===== src/rtl/instr_buffer_if.sv =====
// Fetch-to-decode instruction buffer bus: fetcher request/response, ROB flush,
// downstream stalls, and the registered decoder output stage.
interface instr_buffer_if #(
    parameter int DEPTH   = 16,
    parameter int INSTR_W = 32,
    parameter int PC_W    = 32
);
    localparam int CNT_W = $clog2(DEPTH) + 1;

    logic               is_hit_from_fetcher;
    logic [INSTR_W-1:0] instr_from_fetcher;
    logic [PC_W-1:0]    pc_from_fetcher;
    logic               is_exception_from_rob;
    logic [PC_W-1:0]    pc_from_rob;
    logic               is_stall_from_rob;
    logic               is_stall_from_rs;
    logic               is_stall_from_slb;
    logic [PC_W-1:0]    pc_to_fetcher;
    logic               fetch_en_to_fetcher;
    logic [INSTR_W-1:0] instr_to_decoder;
    logic [PC_W-1:0]    pc_to_decoder;
    logic               valid_to_decoder;
    logic [CNT_W-1:0]   count_out;

    modport master (
        output is_hit_from_fetcher, instr_from_fetcher, pc_from_fetcher,
        output is_exception_from_rob, pc_from_rob,
        output is_stall_from_rob, is_stall_from_rs, is_stall_from_slb,
        input  pc_to_fetcher, fetch_en_to_fetcher,
        input  instr_to_decoder, pc_to_decoder, valid_to_decoder, count_out
    );

    modport slave (
        input  is_hit_from_fetcher, instr_from_fetcher, pc_from_fetcher,
        input  is_exception_from_rob, pc_from_rob,
        input  is_stall_from_rob, is_stall_from_rs, is_stall_from_slb,
        output pc_to_fetcher, fetch_en_to_fetcher,
        output instr_to_decoder, pc_to_decoder, valid_to_decoder, count_out
    );
endinterface


===== src/rtl/instr_buffer.sv =====
// Circular instruction queue between fetcher and decoder with a registered
// output stage, fetch-PC generation, ROB flush redirect and almost-full throttle.
module instr_buffer #(
    parameter int              DEPTH        = 16,
    parameter int              INSTR_W      = 32,
    parameter int              PC_W         = 32,
    parameter int              PC_STEP      = 4,
    parameter int              AFULL_MARGIN = 2,
    parameter logic [PC_W-1:0] RESET_PC     = '0
) (
    input logic           clk,
    input logic           rst,
    instr_buffer_if.slave bus
);
    localparam int IDX_W = $clog2(DEPTH);
    localparam int CNT_W = IDX_W + 1;

    logic [INSTR_W-1:0] instr_mem [DEPTH];
    logic [PC_W-1:0]    pc_mem    [DEPTH];

    logic [IDX_W-1:0] head;
    logic [IDX_W-1:0] tail;
    logic [CNT_W-1:0] count;

    logic dec_ready;
    logic full;
    logic empty;
    logic push;
    logic pop;
    logic drain_clr;

    // Full/empty come from start-of-cycle count, so a push never bypasses
    // into the output stage in the same cycle.
    always_comb begin
        dec_ready = !(bus.is_stall_from_rob || bus.is_stall_from_rs || bus.is_stall_from_slb);
        full      = (count == CNT_W'(DEPTH));
        empty     = (count == '0);
        push      = bus.is_hit_from_fetcher && !full;
        pop       = (!bus.valid_to_decoder || dec_ready) && !empty;
        drain_clr = dec_ready && bus.valid_to_decoder && empty;
    end

    assign bus.fetch_en_to_fetcher = (DEPTH - int'(count)) > AFULL_MARGIN;
    assign bus.count_out           = count;

    // Entry storage: contents only become visible through the output stage.
    always_ff @(posedge clk) begin
        if (push) begin
            instr_mem[tail] <= bus.instr_from_fetcher;
            pc_mem[tail]    <= bus.pc_from_fetcher;
        end
    end

    // Queue pointers, fetch PC and decoder output stage
    always_ff @(posedge clk) begin
        if (rst) begin
            head                 <= '0;
            tail                 <= '0;
            count                <= '0;
            bus.valid_to_decoder <= 1'b0;
            bus.instr_to_decoder <= '0;
            bus.pc_to_decoder    <= '0;
            bus.pc_to_fetcher    <= RESET_PC;
        end else if (bus.is_exception_from_rob) begin
            head                 <= '0;
            tail                 <= '0;
            count                <= '0;
            bus.valid_to_decoder <= 1'b0;
            bus.pc_to_fetcher    <= bus.pc_from_rob;
        end else begin
            if (push) begin
                tail              <= tail + 1'b1;
                bus.pc_to_fetcher <= bus.pc_to_fetcher + PC_W'(PC_STEP);
            end

            if (pop) begin
                bus.instr_to_decoder <= instr_mem[head];
                bus.pc_to_decoder    <= pc_mem[head];
                bus.valid_to_decoder <= 1'b1;
                head                 <= head + 1'b1;
            end else if (drain_clr) begin
                bus.valid_to_decoder <= 1'b0;
            end

            case ({push, pop})
                2'b10:   count <= count + 1'b1;
                2'b01:   count <= count - 1'b1;
                default: count <= count;
            endcase
        end
    end
endmodule


===== src/flat_wrapper.sv =====
// flat-port wrapper written by rule: the top's interface ports become plain ports
module instr_buffer_flat 
#(
    parameter int              DEPTH        = 16,
    parameter int              INSTR_W      = 32,
    parameter int              PC_W         = 32,
    parameter int              PC_STEP      = 4,
    parameter int              AFULL_MARGIN = 2,
    parameter logic [PC_W-1:0] RESET_PC     = '0
)
  (clk, rst, bus_is_hit_from_fetcher, bus_instr_from_fetcher, bus_pc_from_fetcher, bus_is_exception_from_rob, bus_pc_from_rob, bus_is_stall_from_rob, bus_is_stall_from_rs, bus_is_stall_from_slb, bus_pc_to_fetcher, bus_fetch_en_to_fetcher, bus_instr_to_decoder, bus_pc_to_decoder, bus_valid_to_decoder, bus_count_out);
  instr_buffer_if #(.DEPTH(DEPTH), .INSTR_W(INSTR_W), .PC_W(PC_W)) bus_i ();
  input logic clk;
  input logic rst;
  input wire logic [$bits(bus_i.is_hit_from_fetcher)-1:0] bus_is_hit_from_fetcher;
  input wire logic [$bits(bus_i.instr_from_fetcher)-1:0] bus_instr_from_fetcher;
  input wire logic [$bits(bus_i.pc_from_fetcher)-1:0] bus_pc_from_fetcher;
  input wire logic [$bits(bus_i.is_exception_from_rob)-1:0] bus_is_exception_from_rob;
  input wire logic [$bits(bus_i.pc_from_rob)-1:0] bus_pc_from_rob;
  input wire logic [$bits(bus_i.is_stall_from_rob)-1:0] bus_is_stall_from_rob;
  input wire logic [$bits(bus_i.is_stall_from_rs)-1:0] bus_is_stall_from_rs;
  input wire logic [$bits(bus_i.is_stall_from_slb)-1:0] bus_is_stall_from_slb;
  output wire logic [$bits(bus_i.pc_to_fetcher)-1:0] bus_pc_to_fetcher;
  output wire logic [$bits(bus_i.fetch_en_to_fetcher)-1:0] bus_fetch_en_to_fetcher;
  output wire logic [$bits(bus_i.instr_to_decoder)-1:0] bus_instr_to_decoder;
  output wire logic [$bits(bus_i.pc_to_decoder)-1:0] bus_pc_to_decoder;
  output wire logic [$bits(bus_i.valid_to_decoder)-1:0] bus_valid_to_decoder;
  output wire logic [$bits(bus_i.count_out)-1:0] bus_count_out;
  assign bus_i.is_hit_from_fetcher = bus_is_hit_from_fetcher;
  assign bus_i.instr_from_fetcher = bus_instr_from_fetcher;
  assign bus_i.pc_from_fetcher = bus_pc_from_fetcher;
  assign bus_i.is_exception_from_rob = bus_is_exception_from_rob;
  assign bus_i.pc_from_rob = bus_pc_from_rob;
  assign bus_i.is_stall_from_rob = bus_is_stall_from_rob;
  assign bus_i.is_stall_from_rs = bus_is_stall_from_rs;
  assign bus_i.is_stall_from_slb = bus_is_stall_from_slb;
  assign bus_pc_to_fetcher = bus_i.pc_to_fetcher;
  assign bus_fetch_en_to_fetcher = bus_i.fetch_en_to_fetcher;
  assign bus_instr_to_decoder = bus_i.instr_to_decoder;
  assign bus_pc_to_decoder = bus_i.pc_to_decoder;
  assign bus_valid_to_decoder = bus_i.valid_to_decoder;
  assign bus_count_out = bus_i.count_out;
  instr_buffer #(.DEPTH(DEPTH), .INSTR_W(INSTR_W), .PC_W(PC_W), .PC_STEP(PC_STEP), .AFULL_MARGIN(AFULL_MARGIN), .RESET_PC(RESET_PC)) u_core (.clk(clk), .rst(rst), .bus(bus_i));
endmodule

===== config.mk =====
export PLATFORM = sky130hd
export DESIGN_NAME = instr_buffer_flat
export DESIGN_NICKNAME = d
export VERILOG_FILES = /design/src/rtl/instr_buffer_if.sv /design/src/rtl/instr_buffer.sv /design/src/flat_wrapper.sv
export SDC_FILE = /design/constraint.sdc
export NUM_CORES = 1
export LEC_CHECK = 0
export BUFFER_PORTS_ARGS = -buffer_cell sky130_fd_sc_hd__clkbuf_2
export CAP_MARGIN = 20
export CORE_MARGIN = 2
export CORE_UTILIZATION = 24
export CTS_CLUSTER_SIZE = 25
export DETAILED_ROUTE_END_ITERATION = 10
export GPL_TIMING_DRIVEN = 0
export PLACE_DENSITY = 0.39
export SYNTH_ARGS = -nofsm -noshare
export SYNTH_HDL_FRONTEND = slang
export SYNTH_SLANG_ARGS = --single-unit
export TNS_END_PERCENT = 10

===== constraint.sdc =====
create_clock -name clk -period 6.1 [get_ports clk]
set_input_delay 0.61 -clock clk [delete_from_list [all_inputs] [get_ports clk]]
set_output_delay 0.61 -clock clk [all_outputs]
set_load 0.02 [all_outputs]

# [Word-level counts from Yosys, hierarchy flattened]
# Memory sizes are Yosys's and may differ from the RTL's. A register that Yosys moved wholly into a read port is not among the register bits.
# Index checks and enable logic that the tools add are counted.
[classes] n_shift=0 mux=7 n_lt_le_gt_ge=1 bitwise=1 addsub=6 mul=0 eq_ne=3 div_mod_pow=0 n_reduce_logical=17
[op_table] operator="$mux W32" n=2
[op_table] operator="$add A32 B3 Y32 const B" n=1
[op_table] operator="$gt A32 B3 Y1 const B" n=1
[op_table] operator="$pmux W5 S2" n=1
[op_table] operator="$add A4 B1 Y4 const B" n=2
[op_table] operator="$reduce_bool A2 Y1" n=3
[op_table] operator="$sub A5 B5 Y6 const A" n=1
[op_table] operator="$add A5 B1 Y5 const B" n=1
[op_table] operator="$eq A5 B5 Y1 const B" n=1
[op_table] operator="$logic_not A5 Y1" n=1
[op_table] operator="$sub A5 B1 Y5 const B" n=1
[op_table] operator="$logic_and A1 B1 Y1" n=4
[op_table] operator="$logic_not A1 Y1" n=4
[op_table] operator="$mux W1" n=4
[op_table] operator="$logic_or A1 B1 Y1" n=3
[op_table] operator="$eq A2 B1 Y1 const B" n=1
[op_table] operator="$eq A2 B2 Y1 const B" n=1
[op_table] operator="$reduce_and A2 Y1" n=1
[op_table] operator="$reduce_or A2 Y1" n=1
[op_table] operator="$not A1 Y1" n=1
[totals] wordCells=42 ff_bits=46 memories=2 inputBits=103 romBits=0 latchBits=0 ramBits=1024 output_inout_bits=103
[memory_table] name="u_core.instr_mem" depth=16 word_bits=32 read_ports=1 rd_clocked_by_memory_dff=1 wr=1 line_no="instr_buffer.sv:18" text="logic [INSTR_W-1:0] instr_mem [DEPTH];"
[memory_table] name="u_core.pc_mem" depth=16 word_bits=32 read_ports=1 rd_clocked_by_memory_dff=1 wr=1 line_no="instr_buffer.sv:19" text="logic [PC_W-1:0] pc_mem [DEPTH];"

# [Longest topological paths before layout]
[depth] word_depth=7 depth_mapped=15 depth_no_buf=13

# [Worst setup path after synthesis]
# OpenSTA, ideal clock, no wires.
[synth_timing] kind="reg-to-reg" start="reg u_core.count[1], in the netlist u_core.bus.count_out[1]" end="mem u_core.instr_mem[3][0], enable pin" stages_incl_launch_ff=10 required_time_ps=5535 setup_slack_ps=-781 synth_period_minus_slack_ps=6881 n_path_buf=2 setup_ps=565 arrival_ps=6317 cell_sequence="dfxtp_1 -> clkbuf_1 -> inv_1 -> ha_1 -> nor3b_1 -> ha_1 -> nor2b_1 -> clkbuf_8 -> nand2_1 -> nor3_1"
[synth_via] elab_chain_len=5
[synth_rtl] element="start, declared" line_no="instr_buffer.sv:23" text="logic [CNT_W-1:0] count;"
[synth_rtl] element="start signal, assigned" line_no="instr_buffer.sv:86" text="2'b10: count <= count + 1'b1;"
[synth_rtl] element="start signal, assigned" line_no="instr_buffer.sv:87" text="2'b01: count <= count - 1'b1;"
[synth_rtl] element="start signal, assigned" line_no="instr_buffer.sv:88" text="default: count <= count;"
[synth_rtl] element="$eq A5 B5 Y1" line_no="instr_buffer.sv:36" text="full = (count == CNT_W'(DEPTH));"
[synth_rtl] element="$logic_not A1 Y1" line_no="instr_buffer.sv:38" text="push = bus.is_hit_from_fetcher && !full;"
[synth_rtl] element="$logic_and A1 B1 Y1" line_no="instr_buffer.sv:38"
[synth_rtl] element="$mux W1" line_no="instr_buffer.sv:48" text="if (push) begin"
[synth_rtl] element="$mux W1 (not written as such)" line_no="instr_buffer.sv:49" text="instr_mem[tail] <= bus.instr_from_fetcher;"
[synth_rtl] element="end, declared" line_no="instr_buffer.sv:18"
# Every way passes these cells.

# [Worst setup path after layout]
[layout_timing] start="reg u_core.count[1], in the netlist u_core.bus.count_out[1]" end="reg u_core.count[2], in the netlist u_core.bus.count_out[2]"
[layout_via] elab_chain_len=5 elab_cells_between_ends=12 classes_between="2 x add/sub; 3 x eq/ne; 1 x mux; 6 x reduce/logical"
[layout_rtl] element="$logic_not A5 Y1 *" line_no="instr_buffer.sv:37" text="empty = (count == '0);"
[layout_rtl] element="$logic_not A1 Y1 *" line_no="instr_buffer.sv:39" text="pop = (!bus.valid_to_decoder || dec_ready) && !empty;"
[layout_rtl] element="$logic_and A1 B1 Y1 *" line_no="instr_buffer.sv:39"
[layout_rtl] element="named net u_core.pop" line_no="instr_buffer.sv:29" text="logic pop;"
[layout_rtl] element="$eq A2 B1 Y1 / $eq A2 B2 Y1 (equally long branches)" line_no="instr_buffer.sv:85" text="case ({push, pop})"
[layout_rtl] element="$pmux W5 S2 / $reduce_bool A2 Y1 (equally long branches)"
# Mark *: on every way through the listed nets, which the timed path passes. The rest lies on a longest branch.
# A chain may end at the register's enable or synchronous reset.

==> results.json <==
{
  "outcome": "finished clean",
  "syn-instance-count": 1912,
  "holdBufCountCts": 0,
  "dr.max_layer_used": "met5",
  "cts_tree": "yes",
  "maxSlewHeadroom_pct": 22.1,
  "critPathKind": "reg -> reg",
  "wl_mm": 127,
  "ys_ff_latch": 1134,
  "ir_drop_uv": 290,
  "routedWlPerCell_um": 26.5,
  "setup_slack_ns": 1.17,
  "setup_viol": 0,
  "drv_cap": 0,
  "power_leakage_nw": 16.4,
  "htreeDepth": 4,
  "io_buffers": 203,
  "drtIter0Drc": 1658,
  "path_clk_slew_ns": 0.05,
  "first_pass_iters": 5,
  "clk_path_buf_depth": 3,
  "ys_top_cells_by_area": "edfxtp_1 (72%), mux4_2 (17%), dfxtp_1 (5.1%)",
  "cts-root-buf": "clkbuf_16",
  "final_cell_area_sq_mm": 0.0529,
  "die_w_um": 427,
  "clock_sinks": 1134,
  "mostFrequentLayoutCell": "edfxtp_1",
  "finalPower_mw": 17.8,
  "slew_viol_final": 0,
  "hold_ws_ns": 0.0986,
  "antenna_found_initial": 17,
  "fin_crit_ns": 4.93,
  "synthFlopType": "edfxtp_1",
  "vias": 21400,
  "drc": 0,
  "end_kind": "flip-flop",
  "area_growth_pct": 23.0,
  "wl_met2_mm": 63.7,
  "place_ws_ns": 1.15,
  "placementRows": 155,
  "grt_pass1_wl_mm": 178,
  "initial_core_util_pct": 24.1,
  "hold_viol_final": 0,
  "crit_path_max_fanout": 10,
  "ant_nets": 0,
  "gp_congestion": 0.753,
  "grt_overflow_total": 0,
  "groute.usage.overall_pct": 13.9,
  "syn_area_sq_mm": 0.0430,
  "synth_largest_area_cell": "edfxtp_1",
  "final_cell_mix": "edfxtp_1 (1024), mux4_2 (320), clkbuf_2 (203)",
  "yosysWarnings": 0,
  "coreArea_sq_mm": 0.178,
  "synth_edf_count": 1024,
  "synth_seq_area_share_pct": 76.6,
  "clock.fmax_mhz": 203,
  "io_pins": 206,
  "synthesis.nets": 2027,
  "hp-class": "in -> reg",
  "cts_resized": 0,
  "synth_top_area_share_pct": 71.5,
  "tns_ns": 0,
  "die-area_sq_mm": 0.183,
  "fin_skew_ns": 0.0220,
  "tightestPinTransition_ns": 1.17,
  "drive_gt1_share_pct": 34.6,
  "clk-insertion-delay-late_ns": 0.76,
  "wl_met3_mm": 6.14,
  "place_hpwl_mm": 85.1,
  "cp-start-kind": "flip-flop",
  "vias_per_cell": 4.46,
  "fin_crit_sh_pct": 80.8,
  "cp_data_arrival_time_ns": 5.60,
  "async_flop_share_pct": 0,
  "final_nets": 2454,
  "rsz0062_at_grt": "no",
  "placed_cell_area_sq_mm": 0.0487,
  "avgSynthCellArea_sq_um": 22.5,
  "grt_max_degree": 21,
  "grt_pass1_vias": 23100,
  "die_h_um": 427,
  "cts_setup_buffers": 0,
  "yosys.cell_types.count": 50,
  "numCtsBuffers": 131,
  "wl_met1_mm": 55.0,
  "worst_ep_required_time_ns": 6.78,
  "power_density_mw_per_mm2": 337
}
worst max-delay path, stage by stage, from the launching register on:
cell and delay (ns):
dfxtp_1 0.35, clkbuf_1 0.33, inv_1 0.09, ha_1 0.22, nor3b_1 0.17, ha_1 0.31, nor2_2 0.75, clkbuf_1 0.86
ha_1 0.28, clkbuf_1 0.34, xor2_1 0.12, ha_1 0.22, a31o_2 0.22, xnor2_1 0.13, or3_1 0.32, a21oi_1 0.13
layout make-up:
cell class | instances | area, sq um
Clock buffer | 186 | 3590
Fill cell | 17200 | 125000
Buffer | 115 | 517
Antenna cell | 1 | 2.50
Sequential cell | 1134 | 33000
Clock inverter | 53 | 519
Tap cell | 2355 | 2950
Multi-Input combinational cell | 647 | 9600
Inverter | 16 | 60.1
Timing Repair Buffer | 294 | 2690
synth_stat cells (3+ instances only):
cell,n
or3_1,5
nand3_1,7
a32o_1,64
ha_1,12
inv_1,15
buf_2,24
mux4_2,320
clkbuf_1,75
mux2i_1,10
nor2b_1,3
o22ai_1,5
nand4_1,7
o21ai_0,8
xnor2_1,18
clkbuf_8,4
nand2_1,43
nor2_1,44
and3_1,5
buf_1,10
nor4_1,11
edfxtp_1,1024
nor3_1,10
a21oi_1,26
dfxtp_1,110
xor2_1,18
nand2b_1,3
a311oi_1,4
power breakdown:
part           switching, mW  internal (mW)
combinational          0.975          0.663
clock                   3.20           4.32
sequential            0.0863           8.59
total                   4.26           13.6
routing by layer:
layer  global-route usage (%)  vias up
met3                     3.05      160
met1                     17.9    11700
met4                     3.32       10
met2                     23.9      517
li1                         -     9023
met5                        0        -
stage by stage:
stage / cells / utilization [%]
2_1_floorplan: 1912 / -
3_3_place_gp: 4470 / 26.3
3_5_place_dp: 4560 / 27.3
4_1_cts: 4799 / 29.7
5_1_grt: 4800 / 29.7
6_report: 4801 / 29.7
kinds of logic after synthesis:
group,count (synthesis),share of synthesized area [%]
flip-flops,1134,76.6
multiplexers,330,17.0
AND/OR/NAND/NOR,151,1.70
buffers and inverters,131,1.34
AO/OA/AOI/OAI,118,2.24
XOR/XNOR,36,0.733
adder cells (fa/ha/maj),12,0.349
flip-flops by register name (all words and copies together), names as in the netlist:
name                         count
u_core.tail                      4
u_core.bus.pc_to_decoder        32
u_core.bus.count_out             5
u_core.head                      4
u_core.instr_mem               512
u_core.bus.instr_to_decoder     32
u_core.bus.pc_to_fetcher        32
u_core.pc_mem                  512
u_core.bus.valid_to_decoder      1
final timing paths:
kind	start	endpoint	slack, ns	cells after the start
hold / removal	bus_pc_from_rob[14]	u_core.bus.pc_to_fetcher[14]$_SDFFE_PP0N_	0.1	3
hold reg to reg	u_core.bus.pc_to_decoder[27]$_SDFFE_PP0P_	u_core.bus.pc_to_decoder[27]$_SDFFE_PP0P_	0.47	1
setup / recovery	u_core.bus.count_out[1]$_SDFFE_PP0P_	u_core.bus.count_out[2]$_SDFFE_PP0P_	1.17	15
setup reg to reg	u_core.bus.count_out[1]$_SDFFE_PP0P_	u_core.bus.count_out[2]$_SDFFE_PP0P_	1.17	15
Power figures use the tool's default switching activity.
